<file path="config.mk">
export PLATFORM = sky130hd
export DESIGN_NAME = ifu_fetch
export DESIGN_NICKNAME = d
export VERILOG_FILES = /design/src/rtl/ifu_fetch.sv
export SDC_FILE = /design/constraint.sdc
export NUM_CORES = 1
export LEC_CHECK = 0
export ABC_AREA = 1
export BUFFER_PORTS_ARGS = -buffer_cell sky130_fd_sc_hd__buf_2
export CORE_UTILIZATION = 49
export DETAILED_ROUTE_END_ITERATION = 8
export GPL_TIMING_DRIVEN = 1
export PLACE_DENSITY = 0.87
export SLEW_MARGIN = 20
export SYNTH_ARGS = -nofsm -noshare
export SYNTH_HDL_FRONTEND = slang
export SYNTH_SLANG_ARGS = --single-unit
</file>
<file path="constraint.sdc">
create_clock -name clk -period 5.5 [get_ports clk]
set_clock_uncertainty 0.1 [all_clocks]
set_input_delay 1.65 -clock clk [delete_from_list [all_inputs] [get_ports clk]]
set_output_delay 1.65 -clock clk [all_outputs]
set_load 0.02 [all_outputs]
</file>
<file path="src/rtl/ifu_fetch.sv">
// Instruction fetch unit: single-outstanding AXI-lite read master feeding decode.
// Latency: AR issued cycle N, R accepted N+1 (1-cycle slave), inst_valid at N+2.
// Backpressure: inst/inst_pc held while inst_ready is low; no new AR until the instruction is consumed.
// Optional feature: define IFU_FAULT_EN to flag non-OKAY responses and halt until redirect.
module ifu_fetch #(
  parameter int                 ADDR_W   = 32,
  parameter int                 DATA_W   = 32,
  parameter logic [ADDR_W-1:0]  RESET_PC = 32'h8000_0000
) (
  input  logic              clk,
  input  logic              rst,
  output logic [ADDR_W-1:0] araddr,
  output logic              arvalid,
  input  logic              arready,
  input  logic [DATA_W-1:0] rdata,
  input  logic [1:0]        rresp,
  input  logic              rvalid,
  output logic              rready,
  input  logic              redirect_valid,
  input  logic [ADDR_W-1:0] redirect_pc,
  output logic              inst_valid,
  input  logic              inst_ready,
  output logic [DATA_W-1:0] inst,
  output logic [ADDR_W-1:0] inst_pc,
  output logic              inst_fault
);

  localparam logic [DATA_W-1:0] NOP = DATA_W'(32'h0000_0013);

  // INIT is the reset-time "request pending" state: it keeps arvalid low
  // until the first clock edge after reset releases.
  localparam logic [2:0] S_INIT = 3'd0;
  localparam logic [2:0] S_REQ  = 3'd1;
  localparam logic [2:0] S_WAIT = 3'd2;
  localparam logic [2:0] S_OUT  = 3'd3;
  localparam logic [2:0] S_HALT = 3'd4;

  logic [2:0]        state_q, state_d;
  logic [ADDR_W-1:0] pc_q, pc_d;            // address of the current/next fetch, drives araddr
  logic              redir_pend_q, redir_pend_d;
  logic [ADDR_W-1:0] redir_pc_q, redir_pc_d; // target parked while an AR is in flight
  logic [DATA_W-1:0] inst_q, inst_d;
  logic [ADDR_W-1:0] inst_pc_q, inst_pc_d;
  logic              fault_q, fault_d;

  logic [ADDR_W-1:0] redir_al;
  logic [ADDR_W-1:0] redir_tgt;
  logic              resp_done;
  logic              resp_err;
  logic              unused_lsb;

  assign redir_al   = {redirect_pc[ADDR_W-1:2], 2'b00};
  // A redirect arriving now supersedes one already parked (last wins).
  assign redir_tgt  = redirect_valid ? redir_al : redir_pc_q;
  assign unused_lsb = ^redirect_pc[1:0];

`ifdef IFU_FAULT_EN
  assign resp_err = (rresp != 2'b00);
`else
  logic unused_rresp;
  assign unused_rresp = ^rresp;
  assign resp_err     = 1'b0;
`endif

  // The read response completes either together with AR in REQ or later in WAIT.
  assign resp_done = ((state_q == S_REQ) && arready && rvalid) ||
                     ((state_q == S_WAIT) && rvalid);

  // Next-state and datapath selection for the fetch FSM.
  always_comb begin
    state_d      = state_q;
    pc_d         = pc_q;
    redir_pend_d = redir_pend_q;
    redir_pc_d   = redir_pc_q;
    inst_d       = inst_q;
    inst_pc_d    = inst_pc_q;
    fault_d      = fault_q;
    case (state_q)
      S_INIT: begin
        state_d = S_REQ;
        if (redirect_valid) pc_d = redir_al;
      end
      S_REQ, S_WAIT: begin
        if (resp_done) begin
          if (redirect_valid || redir_pend_q) begin
            // Stale response: drop it and refetch from the redirect target.
            pc_d         = redir_tgt;
            redir_pend_d = 1'b0;
            state_d      = S_REQ;
          end else begin
            inst_d    = resp_err ? NOP : rdata;
            inst_pc_d = pc_q;
            fault_d   = resp_err;
            state_d   = S_OUT;
          end
        end else begin
          // araddr must stay stable while AR is pending, so park the target.
          if (redirect_valid) begin
            redir_pend_d = 1'b1;
            redir_pc_d   = redir_al;
          end
          if ((state_q == S_REQ) && arready) state_d = S_WAIT;
        end
      end
      S_OUT: begin
        if (redirect_valid) begin
          pc_d    = redir_al;
          fault_d = 1'b0;
          state_d = S_REQ;
        end else if (inst_ready) begin
          if (fault_q) begin
            state_d = S_HALT;
          end else begin
            pc_d    = pc_q + ADDR_W'(4);
            state_d = S_REQ;
          end
        end
      end
      S_HALT: begin
        if (redirect_valid) begin
          pc_d    = redir_al;
          fault_d = 1'b0;
          state_d = S_REQ;
        end
      end
      default: state_d = S_INIT;
    endcase
  end

  // State registers; reset abandons any in-flight transaction.
  always_ff @(posedge clk or posedge rst) begin
    if (rst) begin
      state_q      <= S_INIT;
      pc_q         <= RESET_PC;
      redir_pend_q <= 1'b0;
      redir_pc_q   <= RESET_PC;
      inst_q       <= NOP;
      inst_pc_q    <= RESET_PC;
      fault_q      <= 1'b0;
    end else begin
      state_q      <= state_d;
      pc_q         <= pc_d;
      redir_pend_q <= redir_pend_d;
      redir_pc_q   <= redir_pc_d;
      inst_q       <= inst_d;
      inst_pc_q    <= inst_pc_d;
      fault_q      <= fault_d;
    end
  end

  assign araddr     = pc_q;
  assign arvalid    = (state_q == S_REQ);
  assign rready     = (state_q == S_REQ) || (state_q == S_WAIT);
  assign inst_valid = (state_q == S_OUT);
  assign inst       = inst_q;
  assign inst_pc    = inst_pc_q;
`ifdef IFU_FAULT_EN
  assign inst_fault = fault_q;
`else
  assign inst_fault = 1'b0;
`endif

endmodule

</file>
==> flow_summary.yaml <==
die:
  dieArea_sq_um: 14600
  io_pins: 172
  dieHeight_um: 121
  rows: 43
  core_area_sq_um: 13800
  fp.dieW_um: 121
  start_util: 0.501
placed_design:
  hpwl_mm: 13.0
  dp_cells: 1180
  gp_congestion: 0.906
  port_buffers: 166
detailed_routing:
  wl_mm: 18.9
  via_per_inst: 5.38
  wl_per_cell_um: 15.5
  dr_wl_met3_mm: 1.78
  drt-pass1-iter-count: 5
  drtIter0Drc: 603
  top_layer: "met5"
  routed-wl-met2_mm: 8.90
  wl_met1_mm: 7.69
  route.antenna.remaining_nets: 0
  drc: 0
  vias: 6527
synth:
  synth-seq-cells: 131
  synth-edff-count: 0
  synth-main-ff-cell: "dfrtp_1"
  synth_common_cells: "286 x nand2_1, 125 x dfrtp_1, 105 x o21ai_0, 74 x inv_1, 66 x nor2_1"
  async_flop_share: 1.00
  synth_top_area_share: 0.452
  synth_cells: 872
  yosysSeqAreaShare: 0.474
  syn-num-nets: 949
  synth_area_per_cell_sq_um: 7.94
  yosys_warnings: 0
  synth_most_common_cell: "nand2_1"
  synth.distinct_cells: 39
  netlist_area_sq_um: 6930
  yosys.area.top_type: "dfrtp_1"
  synthTopCellsByArea: "dfrtp_1 45%, nand2_1 15%, o21ai_0 7.6%, mux2_2 6.0%, inv_1 4.0%"
layout:
  drive_gt1_frac: 0.259
  nNetsFinal: 1096
  n_fill_cell: 1157
  fin_cells: 1214
  area_delta_synth_final_pct: 21.1
worst_setup_path:
  r2r_start: "state_q[0]"
  r2r.worst_path.cells: 9
  critPathLaunchType: "register"
  crit_fanout: 30
  critPathRequiredTime_ps: 3750
  cp-end-kind: "output port"
  r2r_setup_slack_ps: 2080
  timing.rr.end: "araddr[14]"
  cp.arrival_ps: 2220
  path_class: "reg2out"
grt:
  overflow: 0
  grt_pass1_vias: 6175
  grt_antenna_before_repair: 3
  grt_max_degree: 112
  grtUsageTotal: 0.266
  grt_pass1_wl_mm: 30.1
run:
  cap_violations: 0
timing:
  max_clock_freq_mhz: 252
  finalSetupViolCount: 0
  max_slew.worst_pin.slew_ps: 1070
  min_period_over_period: 0.721
  rsz0062_at_grt: "no"
  finalMaxSlewViolations: 0
  slew_headroom: 0.288
  period_needed_ps: 3970
  hold_viol_final: 0
  setup_tns_ps: 0
hold_path:
  min_path_type: "reg2reg"
  min_to: "inst_pc[14]"
  min-delay-start: "inst_pc[14]"
  holdPathStages: 2
clock_tree:
  clk_latency_ps: 420
  htreeDepth: 4
  cts.clk_slew.worst_paths_ps: 60
  tritoncts: "yes"
  post_cts_resized: 0
  post-cts-setup-buffers: 0
  hold_buffers: 0
  cts_buffers: 17
  root_buffer: "clkbuf_16"
  cts_sinks: 131
  cts_max_path_buffers: 2
pwr:
  pwr_density_cell_nw_per_um2: 660
  max-vdd-ir-drop_uv: 401
  leakage_uw: 0.00432
status:
  status: "finished, final reports clean"
stage by stage:
step           power (uW)  utilization  area, sq um  hold WS [ps]  worst slack, ps
2_1_floorplan        3710            -         6930           353              262
3_3_place_gp         4330        0.565         7810           361             1390
3_5_place_dp         4410        0.565         7810           368             1340
4_1_cts              5520        0.606         8390           383             1560
5_1_grt              5960        0.606         8390           393             1430
6_report             5540        0.607         8390           378             1530
cell families (layout without fill, tap and decap cells):
family,after synthesis,count (layout),share of synthesized area
AND/OR/NAND/NOR,393,393,0.227
multiplexers,37,37,0.0601
other,1,3,0.000541
XOR/XNOR,9,9,0.0114
adder cells (fa/ha/maj),5,5,0.00903
flip-flops,131,131,0.474
buffers and inverters,121,281,0.0757
AO/OA/AOI/OAI,175,175,0.142
area by class of cell:
class                      instances  area, sq um  area share
clock buffer                      22          474      0.0565
antenna                            2         5.00    0.000596
multi-input combinational        620         3120       0.372
clock inverter                    10         98.8      0.0118
timing repair buffer             171          881       0.105
inverter                          78          298      0.0355
tap                              180          225      0.0268
sequential                       131         3290       0.392
state kept, by name (all words and copies together) (netlist names):
name          count
redir_pend_q      1
state_q           2
araddr           32
inst             32
inst_pc          32
redir_pc_q       32
power by group:
| group | switching [uW] | internal (uW) | total (uW) |
|---|---|---|---|
| clock | 423 | 661 | 1080 |
| combinational | 1870 | 901 | 2770 |
| sequential | 291 | 1390 | 1680 |
critical path: stages, from the launching register on:
cell and delay [ps]:
dfrtp_1 390, inv_1 80, ha_1 1000, buf_2 320
cells in the final DEF, fill, tap and decap left out, drive strengths merged, types with 2 or more instances in the layout:
master,count
diode,2
inv,80
nor3,2
o21ai,117
a31oi,2
a21oi,38
dfstp,6
o22ai,3
o221ai,2
buf,171
clkinv,5
clkbuf,22
nor2,67
nand2,288
o21a,2
nand4,3
nand3,29
xor2,9
o31ai,2
and2,2
mux2,37
o211ai,7
ha,5
dfrtp,125
clkinvlp,2
worst max-delay path by stage:
stage	startpoint	slack [ps]	end	depth (start not counted)
after detailed placement	redirect_valid	1340	araddr[10]	9
final	state_q[0]	1530	rready	3
after CTS	state_q[0]	1560	rready	3
after global routing	state_q[0]	1430	rready	3
after global placement	redirect_valid	1390	araddr[14]	10
after floorplan	rst	260	araddr[0]	1
layer usage:
layer  vias up  track usage
met1      3053        0.331
li1       3104            -
met4         2        0.123
met2       324        0.435
met5         -            0
met3        44       0.0691
(Power assumes the default switching activity.)
